`config.mk`:
```
export PLATFORM = sky130hd
export DESIGN_NAME = instr_fetch_unit
export DESIGN_NICKNAME = d
export VERILOG_FILES = /design/src/rtl/instr_fetch_unit_pkg.sv /design/src/rtl/instr_fetch_unit_if_id.sv /design/src/rtl/instr_fetch_unit.sv
export SDC_FILE = /design/constraint.sdc
export NUM_CORES = 1
export LEC_CHECK = 0
export ABC_AREA = 1
export CAP_MARGIN = 10
export CELL_PAD_IN_SITES_DETAIL_PLACEMENT = 2
export CELL_PAD_IN_SITES_GLOBAL_PLACEMENT = 2
export CORE_UTILIZATION = 22
export DETAILED_ROUTE_END_ITERATION = 12
export GPL_TIMING_DRIVEN = 0
export PLACE_DENSITY_LB_ADDON = 0.1
export SLEW_MARGIN = 20
export SYNTH_ARGS = -nofsm -noshare
export SYNTH_HDL_FRONTEND = slang
export SYNTH_SLANG_ARGS = --single-unit
```
`constraint.sdc`:
```
create_clock -name clk -period 2.2 [get_ports clk]
set_input_delay 0.55 -clock clk [delete_from_list [all_inputs] [get_ports clk]]
set_output_delay 0.55 -clock clk [all_outputs]
set_load 0.1 [all_outputs]
```
`src/rtl/instr_fetch_unit_pkg.sv`:
```
// rtl/instr_fetch_unit_pkg.sv - core-wide fetch constants, state encodings and IF/ID bundle layout
package instr_fetch_unit_pkg;

  localparam logic [31:0] IFU_RESET_PC   = 32'h0040_0000;
  localparam logic [31:0] IFU_NOP_INSTR  = 32'h0000_0013;
  localparam int          IFU_IMEM_WORDS = 1024;

  localparam logic [1:0] ST_BOOT  = 2'd0;
  localparam logic [1:0] ST_RUN   = 2'd1;
  localparam logic [1:0] ST_FAULT = 2'd2;

  // Decode consumes the IF/ID register in this layout.
  typedef struct packed {
    logic        valid;
    logic [31:0] instr;
    logic [31:0] pc;
    logic [31:0] pc4;
  } ifid_t;

endpackage

```
`src/rtl/instr_fetch_unit_if_id.sv`:
```
// rtl/instr_fetch_unit_if_id.sv - IF/ID pipeline register with load enable and flush to bubble
module if_id_pipe_reg
  import instr_fetch_unit_pkg::*;
#(
  parameter int                    DATA_WIDTH = 32,
  parameter logic [DATA_WIDTH-1:0] NOP_INSTR  = IFU_NOP_INSTR
) (
  input  logic                  clk,
  input  logic                  rst,
  input  logic                  i_en,
  input  logic                  i_flush,
  input  logic [DATA_WIDTH-1:0] i_instr,
  input  logic [DATA_WIDTH-1:0] i_pc,
  input  logic [DATA_WIDTH-1:0] i_pc4,
  output logic                  o_valid,
  output logic [DATA_WIDTH-1:0] o_instr,
  output logic [DATA_WIDTH-1:0] o_pc,
  output logic [DATA_WIDTH-1:0] o_pc4
);

  logic                  r_valid;
  logic [DATA_WIDTH-1:0] r_instr;
  logic [DATA_WIDTH-1:0] r_pc;
  logic [DATA_WIDTH-1:0] r_pc4;

  // Flush outranks load so a redirect never lets the wrong-path word through.
  always_ff @(posedge clk) begin
    if (rst) begin
      r_valid <= 1'b0;
      r_instr <= NOP_INSTR;
      r_pc    <= '0;
      r_pc4   <= '0;
    end else if (i_flush) begin
      r_valid <= 1'b0;
      r_instr <= NOP_INSTR;
    end else if (i_en) begin
      r_valid <= 1'b1;
      r_instr <= i_instr;
      r_pc    <= i_pc;
      r_pc4   <= i_pc4;
    end
  end

  assign o_valid = r_valid;
  assign o_instr = r_instr;
  assign o_pc    = r_pc;
  assign o_pc4   = r_pc4;

endmodule

```
`src/rtl/instr_fetch_unit.sv`:
```
// rtl/instr_fetch_unit.sv - fetch stage: PC, boot/run/fault FSM, window check, IF/ID capture
module instr_fetch_unit
  import instr_fetch_unit_pkg::*;
#(
  parameter int                    DATA_WIDTH = 32,
  parameter logic [DATA_WIDTH-1:0] RESET_PC   = IFU_RESET_PC,
  parameter int                    IMEM_WORDS = IFU_IMEM_WORDS,
  parameter logic [DATA_WIDTH-1:0] NOP_INSTR  = IFU_NOP_INSTR
) (
  input  logic                  clk,
  input  logic                  rst,
  output logic [DATA_WIDTH-1:0] imem_addr,
  input  logic [DATA_WIDTH-1:0] imem_rd,
  input  logic                  stall_i,
  input  logic                  redirect_i,
  input  logic [DATA_WIDTH-1:0] redirect_pc_i,
  output logic                  ifid_valid_o,
  output logic [DATA_WIDTH-1:0] ifid_instr_o,
  output logic [DATA_WIDTH-1:0] ifid_pc_o,
  output logic [DATA_WIDTH-1:0] ifid_pc4_o,
  output logic                  fault_o,
  output logic [DATA_WIDTH-1:0] fault_pc_o,
  output logic [31:0]           fetch_count_o
);

  localparam logic [DATA_WIDTH-1:0] WIN_BYTES = DATA_WIDTH'(IMEM_WORDS * 4);

  logic [1:0]            r_state;
  logic [DATA_WIDTH-1:0] r_pc;
  logic [DATA_WIDTH-1:0] r_fault_pc;
  logic [31:0]           r_count;

  logic [DATA_WIDTH-1:0] w_pc4;
  logic                  w_tgt_ok;
  logic                  w_pc4_ok;
  logic                  w_run;
  logic                  w_capture;
  logic                  w_flush;

  // Offsets below the base wrap to huge values, so one unsigned compare covers both ends.
  assign w_pc4     = r_pc + DATA_WIDTH'(4);
  assign w_tgt_ok  = (redirect_pc_i[1:0] == 2'b00) && ((redirect_pc_i - RESET_PC) < WIN_BYTES);
  assign w_pc4_ok  = (w_pc4 - RESET_PC) < WIN_BYTES;
  assign w_run     = (r_state == ST_RUN);
  assign w_capture = w_run && !redirect_i && !stall_i;
  assign w_flush   = (w_run && redirect_i) || (r_state == ST_FAULT);

  always_ff @(posedge clk) begin
    if (rst) begin
      r_state    <= ST_BOOT;
      r_pc       <= RESET_PC;
      r_fault_pc <= '0;
      r_count    <= '0;
    end else begin
      case (r_state)
        ST_BOOT: r_state <= ST_RUN;
        ST_RUN: begin
          if (redirect_i) begin
            if (w_tgt_ok) begin
              r_pc <= redirect_pc_i;
            end else begin
              r_state    <= ST_FAULT;
              r_fault_pc <= redirect_pc_i;
            end
          end else if (!stall_i) begin
            r_pc    <= w_pc4;
            r_count <= r_count + 32'd1;
            if (!w_pc4_ok) begin
              r_state    <= ST_FAULT;
              r_fault_pc <= w_pc4;
            end
          end
        end
        default: ;
      endcase
    end
  end

  if_id_pipe_reg #(
    .DATA_WIDTH (DATA_WIDTH),
    .NOP_INSTR  (NOP_INSTR)
  ) u_if_id (
    .clk     (clk),
    .rst     (rst),
    .i_en    (w_capture),
    .i_flush (w_flush),
    .i_instr (imem_rd),
    .i_pc    (r_pc),
    .i_pc4   (w_pc4),
    .o_valid (ifid_valid_o),
    .o_instr (ifid_instr_o),
    .o_pc    (ifid_pc_o),
    .o_pc4   (ifid_pc4_o)
  );

  assign imem_addr     = r_pc;
  assign fault_o       = (r_state == ST_FAULT);
  assign fault_pc_o    = r_fault_pc;
  assign fetch_count_o = r_count;

endmodule

```
==> run summary, run 1 <==
WL final = 44.2 mm
vias per cell = 4.63
Tot GR Track Use = 22.3%
later-pin clock latency in the skew report = 0.46 ns
Post-Synth Adder-Cell Area = 0.293%
Bufs and invs on worst path = 4
# IOs = 262
Synth Area in Compound Gates = 16.3%
FMAX = 396 MHz
CP Launch Type = flop
worst setup margin = -0.323 ns
Syn Area/Cell = 6.92 um2
Static Leak = 0.00532 uW
sequential share of the synthesized area = 45.2%
Least-Margin Pin Slew = 0.984 ns
Hold Path Class = flop to flop
largest family of logic cells by synthesized area = simple AND/OR/NAND/NOR gates
Synth cell types = 34
core area = 0.0379 mm2
Crit. Startpoint = imem_addr[2]
Nets = 1,665
post-synth top area share = 45.2%
die width = 199 um
critical path cell sequence = ha_4 -> nand2_4 -> nor2_4 -> nand2_4 -> nor2_4 -> buf_4 -> buf_4 -> nand2_1 -> nand2_2 -> nor2_1 -> nand3_1 -> nor2_2 -> nand3_2 -> nand2_4 -> nand2_8 -> buf_12 -> buf_16 -> a21oi_2 -> nor2_1
area of the multi-input gates = 0.00459 mm2
FF-to-FF End = fault_pc_o[12]
total gr overflow = 0
Die Y = 199 um
final core occ = 37.0%
Max clock buf depth = 2
Max Cap Violations = 0
fin. max-slew vios = 0
worst hold slack = 0.467 ns
CP Data Required Time = 2.55 ns
Reg clk slew, reported paths = 0.08 ns
critical path class = flop to flop
drt initial violations = 294
flops & latches, synth = 193
post-synth top area cell = dfxtp_1
CP delay by family, top = simple AND/OR/NAND/NOR gates
DRC = 0
share of layout cells above drive strength 1 = 31.9%
largest net degree at the start of global routing = 17
min cycle time layout = 2.52 ns
depth of the worst hold-timing path = 2
slowest CP cell = dfxtp_4
Crit path top cell by count = nand2_4
WL/cell = 20.8 um
Comb pwr share = 27.0%
cells after synthesis = 1,234
htree depth = 4
Seq pwr share = 39.2%
P&R area growth vs syn = 64.5%
post-synthesis simple-gate area fraction = 28.5%
element type at the critical path end = flop
first-pass GRT wire length = 64.6 mm
antenna violations before repair = 3
crit share post-route = 115%
violated checks = negative setup slack
setup repair after global routing missed its margin = yes
sequential standard cell area = 0.00400 mm2
total nets after synthesis = 1,304
VDD IR-drop max = 0.558 mV
Final ANT Viol Nets = 0
post-synthesis instance area = 0.00854 mm2
routability cong. = 0.819
Worst Skew = 0.0162 ns
power per cell area = 682 mW/mm2
total CTS buffers = 17
CTS tree = yes
Reg2Reg Depth = 19
die area = 0.0396 mm2
outcome = finished with violations
number of global-route vias before repair = 10,559
overall power = 9580 uW
Psw = 3590 uW
number of port buffers = 260
Net Sw Frac = 37.4%
Worst Path Max Fanout = 5
clock share of power = 33.8%
Post-CTS Hold Buffers = 0
post-synthesis xor/xnor area fraction = 1.54%
Yosys Warn Count = 0
# setup viols final = 34
TritonRoute pass-1 iters = 4
Root Buffer = clkbuf_16
R2R Path Start = imem_addr[2]
DP HPWL = 32.8 mm
Setup crit end = fault_pc_o[12]
final-layout fill cell count = 4,413
Internal Power = 6000 uW
CP max stage delay = 0.37 ns
mux share of post-synthesis cell area = 0.117%
Crit path arrival time = 2.87 ns
# rows = 71
slew margin rel. = 34.4%
cell depth of the worst setup path = 19
final hold vios = 0
Sink Count = 193
reg2reg setup slack = -0.32 ns
synth top area cells = dfxtp_1 45%, nand2_1 14%, a21oi_1 9.4%
initial core utilization = 22.5%
Vias = 9,819
power by group through the flow:
| stage | clock network (uW) | logic [uW] | registers [uW] |
|---|---|---|---|
| 6_report | 3240 | 2590 | 3760 |
| 5_1_grt | 3450 | 2720 | 3780 |
| 3_3_place_gp | 0 | 2320 | 3840 |
| 4_1_cts | 3350 | 2480 | 3760 |
| 2_1_floorplan | 0 | 555 | 4860 |
| 3_5_place_dp | 0 | 2340 | 3840 |
synthesized netlist by cell type:
cell type  count
a211oi_1       7
a21oi_1      160
a21oi_2       10
a31oi_1        2
buf_1          5
buf_2          3
buf_4          5
buf_6          2
clkbuf_1      51
clkinv_1       2
dfxtp_1      193
ha_1           2
inv_1        102
inv_2          1
mux2i_1        1
nand2_1      324
nand2_2        6
nand3_1       49
nand3_2        1
nand3b_1      14
nand4_1       12
nor2_1       149
nor2_2         8
nor2_4         2
nor3_1        15
nor3b_1        1
nor4_1         4
o21a_1         2
o21ai_0       82
o21ai_1        2
o21bai_1       1
or2_2          1
xnor2_1        3
xor2_1        12
worst min path at each step:
stage | from | to | slack (ns)
after floorplan | imem_addr[0] | imem_addr[0] | 0.45
after global placement | fetch_count_o[3] | fetch_count_o[3] | 0.45
after detailed placement | fetch_count_o[3] | fetch_count_o[3] | 0.46
after CTS | fetch_count_o[3] | fetch_count_o[3] | 0.47
after global routing | u_if_id.o_instr[18] | u_if_id.o_instr[18] | 0.49
final | u_if_id.o_pc4[18] | u_if_id.o_pc4[18] | 0.47
placed cells by master, fill, tap and decap left out, types with 4 or more instances in the layout:
cell type / synthesis / routed
nand2_2: 6 / 36
dfxtp_4: 0 / 30
dfxtp_2: 0 / 18
nand3_2: 1 / 7
clkdlybuf4s50_1: 0 / 64
nor2_1: 149 / 124
nand3b_1: 14 / 14
a21oi_4: 0 / 5
buf_2: 3 / 5
nand3_1: 49 / 41
o21ai_1: 2 / 7
xor2_1: 12 / 10
a211oi_1: 7 / 7
a21oi_1: 160 / 143
nand4_1: 12 / 12
nor2_4: 2 / 19
clkdlybuf4s15_2: 0 / 177
buf_4: 5 / 76
nor3_1: 15 / 10
dfxtp_1: 193 / 145
clkbuf_2: 0 / 18
clkinv_2: 0 / 6
clkbuf_1: 51 / 45
buf_8: 0 / 6
inv_1: 102 / 100
nand2_1: 324 / 282
buf_1: 5 / 4
a21oi_2: 10 / 22
clkbuf_16: 0 / 21
nor3_2: 0 / 5
nand2_4: 0 / 10
o21ai_0: 82 / 74
nor2_2: 8 / 16
metal layers:
metal  part of all wire (%)  wire, um  track usage [%]
met1                     42     18600             26.4
met2                     50     22200             39.0
met3                    6.0      2660             6.21
met4                    1.6       701             6.04
met5                      0         0                0
cell families (layout without fill, tap and decap cells):
logic type,Yosys count,count (layout)
compound gates,266,266
xor+xnor,15,15
other cells,0,2
mux,1,1
fa+ha+maj,2,2
flops,193,193
buf+inv,171,544
simple gates,586,587
final cells by class:
cell class / count / share of cell area [%]
Tap cell: 511 / 4.55
Sequential cell: 193 / 28.5
Timing Repair Buffer: 343 / 24.9
Clock buffer: 22 / 3.68
Antenna cell: 2 / 0.0356
Multi-Input combinational cell: 871 / 32.7
Clock inverter: 10 / 0.472
Buffer: 64 / 2.37
Inverter: 105 / 2.88
worst min-delay path: cells and delay by family, from the launching register on:
family           cells  cell delay (ns)
AND/OR/NAND/NOR      1             0.06
AO/OA/AOI/OAI        1             0.05
flip-flops           1             0.31
flip-flops by register name (all words and copies together), names as in the netlist:
register         cells
imem_addr           32
r_state              2
u_if_id.o_valid      1
u_if_id.o_pc4       30
u_if_id.o_instr     32
fetch_count_o       32
fault_pc_o          32
u_if_id.o_pc        32
through the flow:
step / area (um2) / setup TNS [ns] / worst slack (ns) / std cells
after global routing: 14000 / -12.77 / -0.437 / 2119
after CTS: 13600 / -5.95 / -0.232 / 2093
after global placement: 12000 / -169.20 / -1.33 / 2005
after detailed placement: 12000 / -173.52 / -1.43 / 2005
after floorplan: 8730 / -2.12 / -0.123 / 1234
final: 14000 / -8.84 / -0.323 / 2121
what timing repair did:
item,4_1_cts,5_1_grt
gates cloned,4,3
setup endpoints to repair,370,102
pin swaps,38,64
resized for setup,681,104
buffers inserted,52,25
No activity file was read; power rests on OpenSTA's default activity.
==> run 2, diff against run 1 <==
--- a/config.mk
+++ b/config.mk
@@ -9,8 +9,11 @@
 export CAP_MARGIN = 10
 export CELL_PAD_IN_SITES_DETAIL_PLACEMENT = 2
 export CELL_PAD_IN_SITES_GLOBAL_PLACEMENT = 2
-export CORE_UTILIZATION = 22
+export CORE_ASPECT_RATIO = 0.5
+export CORE_UTILIZATION = 31
+export CTS_BUF_LIST = sky130_fd_sc_hd__clkbuf_8
 export DETAILED_ROUTE_END_ITERATION = 12
+export DONT_BUFFER_PORTS = 1
 export GPL_TIMING_DRIVEN = 0
 export PLACE_DENSITY_LB_ADDON = 0.1
 export SLEW_MARGIN = 20
==> run summary, run 2 (same netlist as run 1, synthesis figures left out) <==
DP HPWL = 29.8 mm
number of port buffers = 0
critical path class = flop to flop
# setup viols final = 44
Crit. Startpoint = imem_addr[4]
final hold vios = 0
crit share post-route = 132%
Post-DP Area = 0.00918 mm2
slew margin rel. = 26.4%
largest net degree at the start of global routing = 20
# rows = 42
total CTS buffers = 17
total gr overflow = 0
first-pass GRT wire length = 58.4 mm
vias per cell = 5.27
cell area after layout = 0.0109 mm2
min cycle time layout = 2.90 ns
Max Cap Violations = 0
number of global-route vias before repair = 9,298
reg2reg setup slack = -0.70 ns
element type at the critical path end = flop
core area = 0.0267 mm2
Net Sw Frac = 40.0%
Seq pwr share = 57.2%
Vias = 8,845
Max clock buf depth = 2
Reg2Reg Depth = 14
Nets = 1,384
Hold Path Class = input port to flop
most frequent cells in the layout = 279 x nand2_1, 141 x a21oi_1, 132 x dfxtp_1
Setup crit end = fault_pc_o[31]
die area = 0.0283 mm2
share of layout cells above drive strength 1 = 23.7%
WL final = 40.1 mm
Root Buffer = clkbuf_8
Worst Path Max Fanout = 8
worst hold slack = 0.134 ns
clock share of power = 31.3%
worst setup margin = -0.699 ns
Final ANT Viol Nets = 0
CP Data Required Time = 2.66 ns
routability cong. = 0.886
Placement Setup Slack = -0.977 ns
fin. max-slew vios = 0
Crit path arrival time = 3.36 ns
Psw = 3400 uW
Die Y = 119 um
P&R area growth vs syn = 27.1%
drt initial violations = 379
Worst Skew = 0.0166 ns
Internal Power = 5090 uW
# IOs = 262
FMAX = 345 MHz
TritonRoute pass-1 iters = 7
WL/cell = 23.9 um
DRC = 0
Comb pwr share = 11.5%
commonest non-fill, non-tap cell in the layout = nand2_1
Sink Count = 193
R2R Path Start = imem_addr[4]
Tot GR Track Use = 28.1%
FF-to-FF End = fault_pc_o[31]
Antenna diodes = 0
outcome = finished with violations
power per cell area = 782 mW/mm2
Reg clk slew, reported paths = 0.11 ns
initial core utilization = 31.9%
CP Launch Type = flop
final core occ = 40.6%
Least-Margin Pin Slew = 1.10 ns
antenna violations before repair = 1
htree depth = 4
violated checks = negative setup slack
setup repair after global routing missed its margin = yes
CTS tree = yes
later-pin clock latency in the skew report = 0.53 ns
die width = 237 um
Static Leak = 0.00416 uW
VDD IR-drop max = 0.378 mV
## run 2: how the worst min path moves through the flow
| stage | to | from | depth (start not counted) | slack [ns] |
|---|---|---|---|---|
| after floorplan | imem_addr[0] | imem_addr[0] | 2 | 0.45 |
| after global placement | imem_addr[0] | imem_addr[0] | 2 | 0.51 |
| after detailed placement | imem_addr[0] | imem_addr[0] | 2 | 0.52 |
| after CTS | u_if_id.o_instr[0] | imem_rd[0] | 2 | 0.10 |
| after global routing | u_if_id.o_instr[0] | imem_rd[0] | 2 | 0.11 |
| final | u_if_id.o_instr[0] | imem_rd[0] | 2 | 0.13 |
## run 2: timing repair
item | in CTS | in global routing
endpoints found under the setup margin | 68 | 80
cloned | 1 | 1
hold buffers | 0 | 0
buffers inserted | 46 | 16
resized for setup | 123 | 99
pin swaps | 28 | 42
## run 2: metal layers
layer	vias to the layer above	track usage [%]	routed length, um	part of all wire (%)
met5	-	0	0	0
met4	0	10.4	994	2.5
met3	61	6.65	2340	5.8
met2	208	45.4	18600	47
met1	4430	36.4	18100	45
li1	4146	-	-	-
## run 2: cell type report
type                       count  area [um2]
multi-input combinational    870        4670
timing repair buffer          61         548
clock buffer                  17         234
buffer                        66         319
clock inverter                15         198
tap                          352         440
inverter                     105         397
sequential                   193        4050
fill                        3098       15900
## run 2: critical path, cell delays in order (launching register included)
cell and delay, ns:
dfxtp_4 0.64, nand2_4 0.12, nor2_4 0.14, nand2_2 0.11, nor2_4 0.18, nand2_2 0.13, o21bai_1 0.26, nand2_4 0.11
buf_4 0.16, buf_4 0.16, nand2_1 0.08, o21ai_0 0.32, nand3_1 0.21, nand2_1 0.09, nor2_1 0.12
## run 2: power groups by stage
stage	clock (uW)	combinational, uW	sequential, uW
after floorplan	0	555	4860
after global placement	0	785	4930
after detailed placement	0	817	4940
after CTS	2700	920	4850
after global routing	2830	1070	4870
final	2660	977	4850
## run 2: metrics by stage
step	total power, uW	instances	TNS, ns
after floorplan	5420	1234	-2.12
after global placement	5710	1586	-60.88
after detailed placement	5750	1586	-72.52
after CTS	8470	1665	-18.63
after global routing	8770	1679	-30.27
final	8480	1679	-21.90
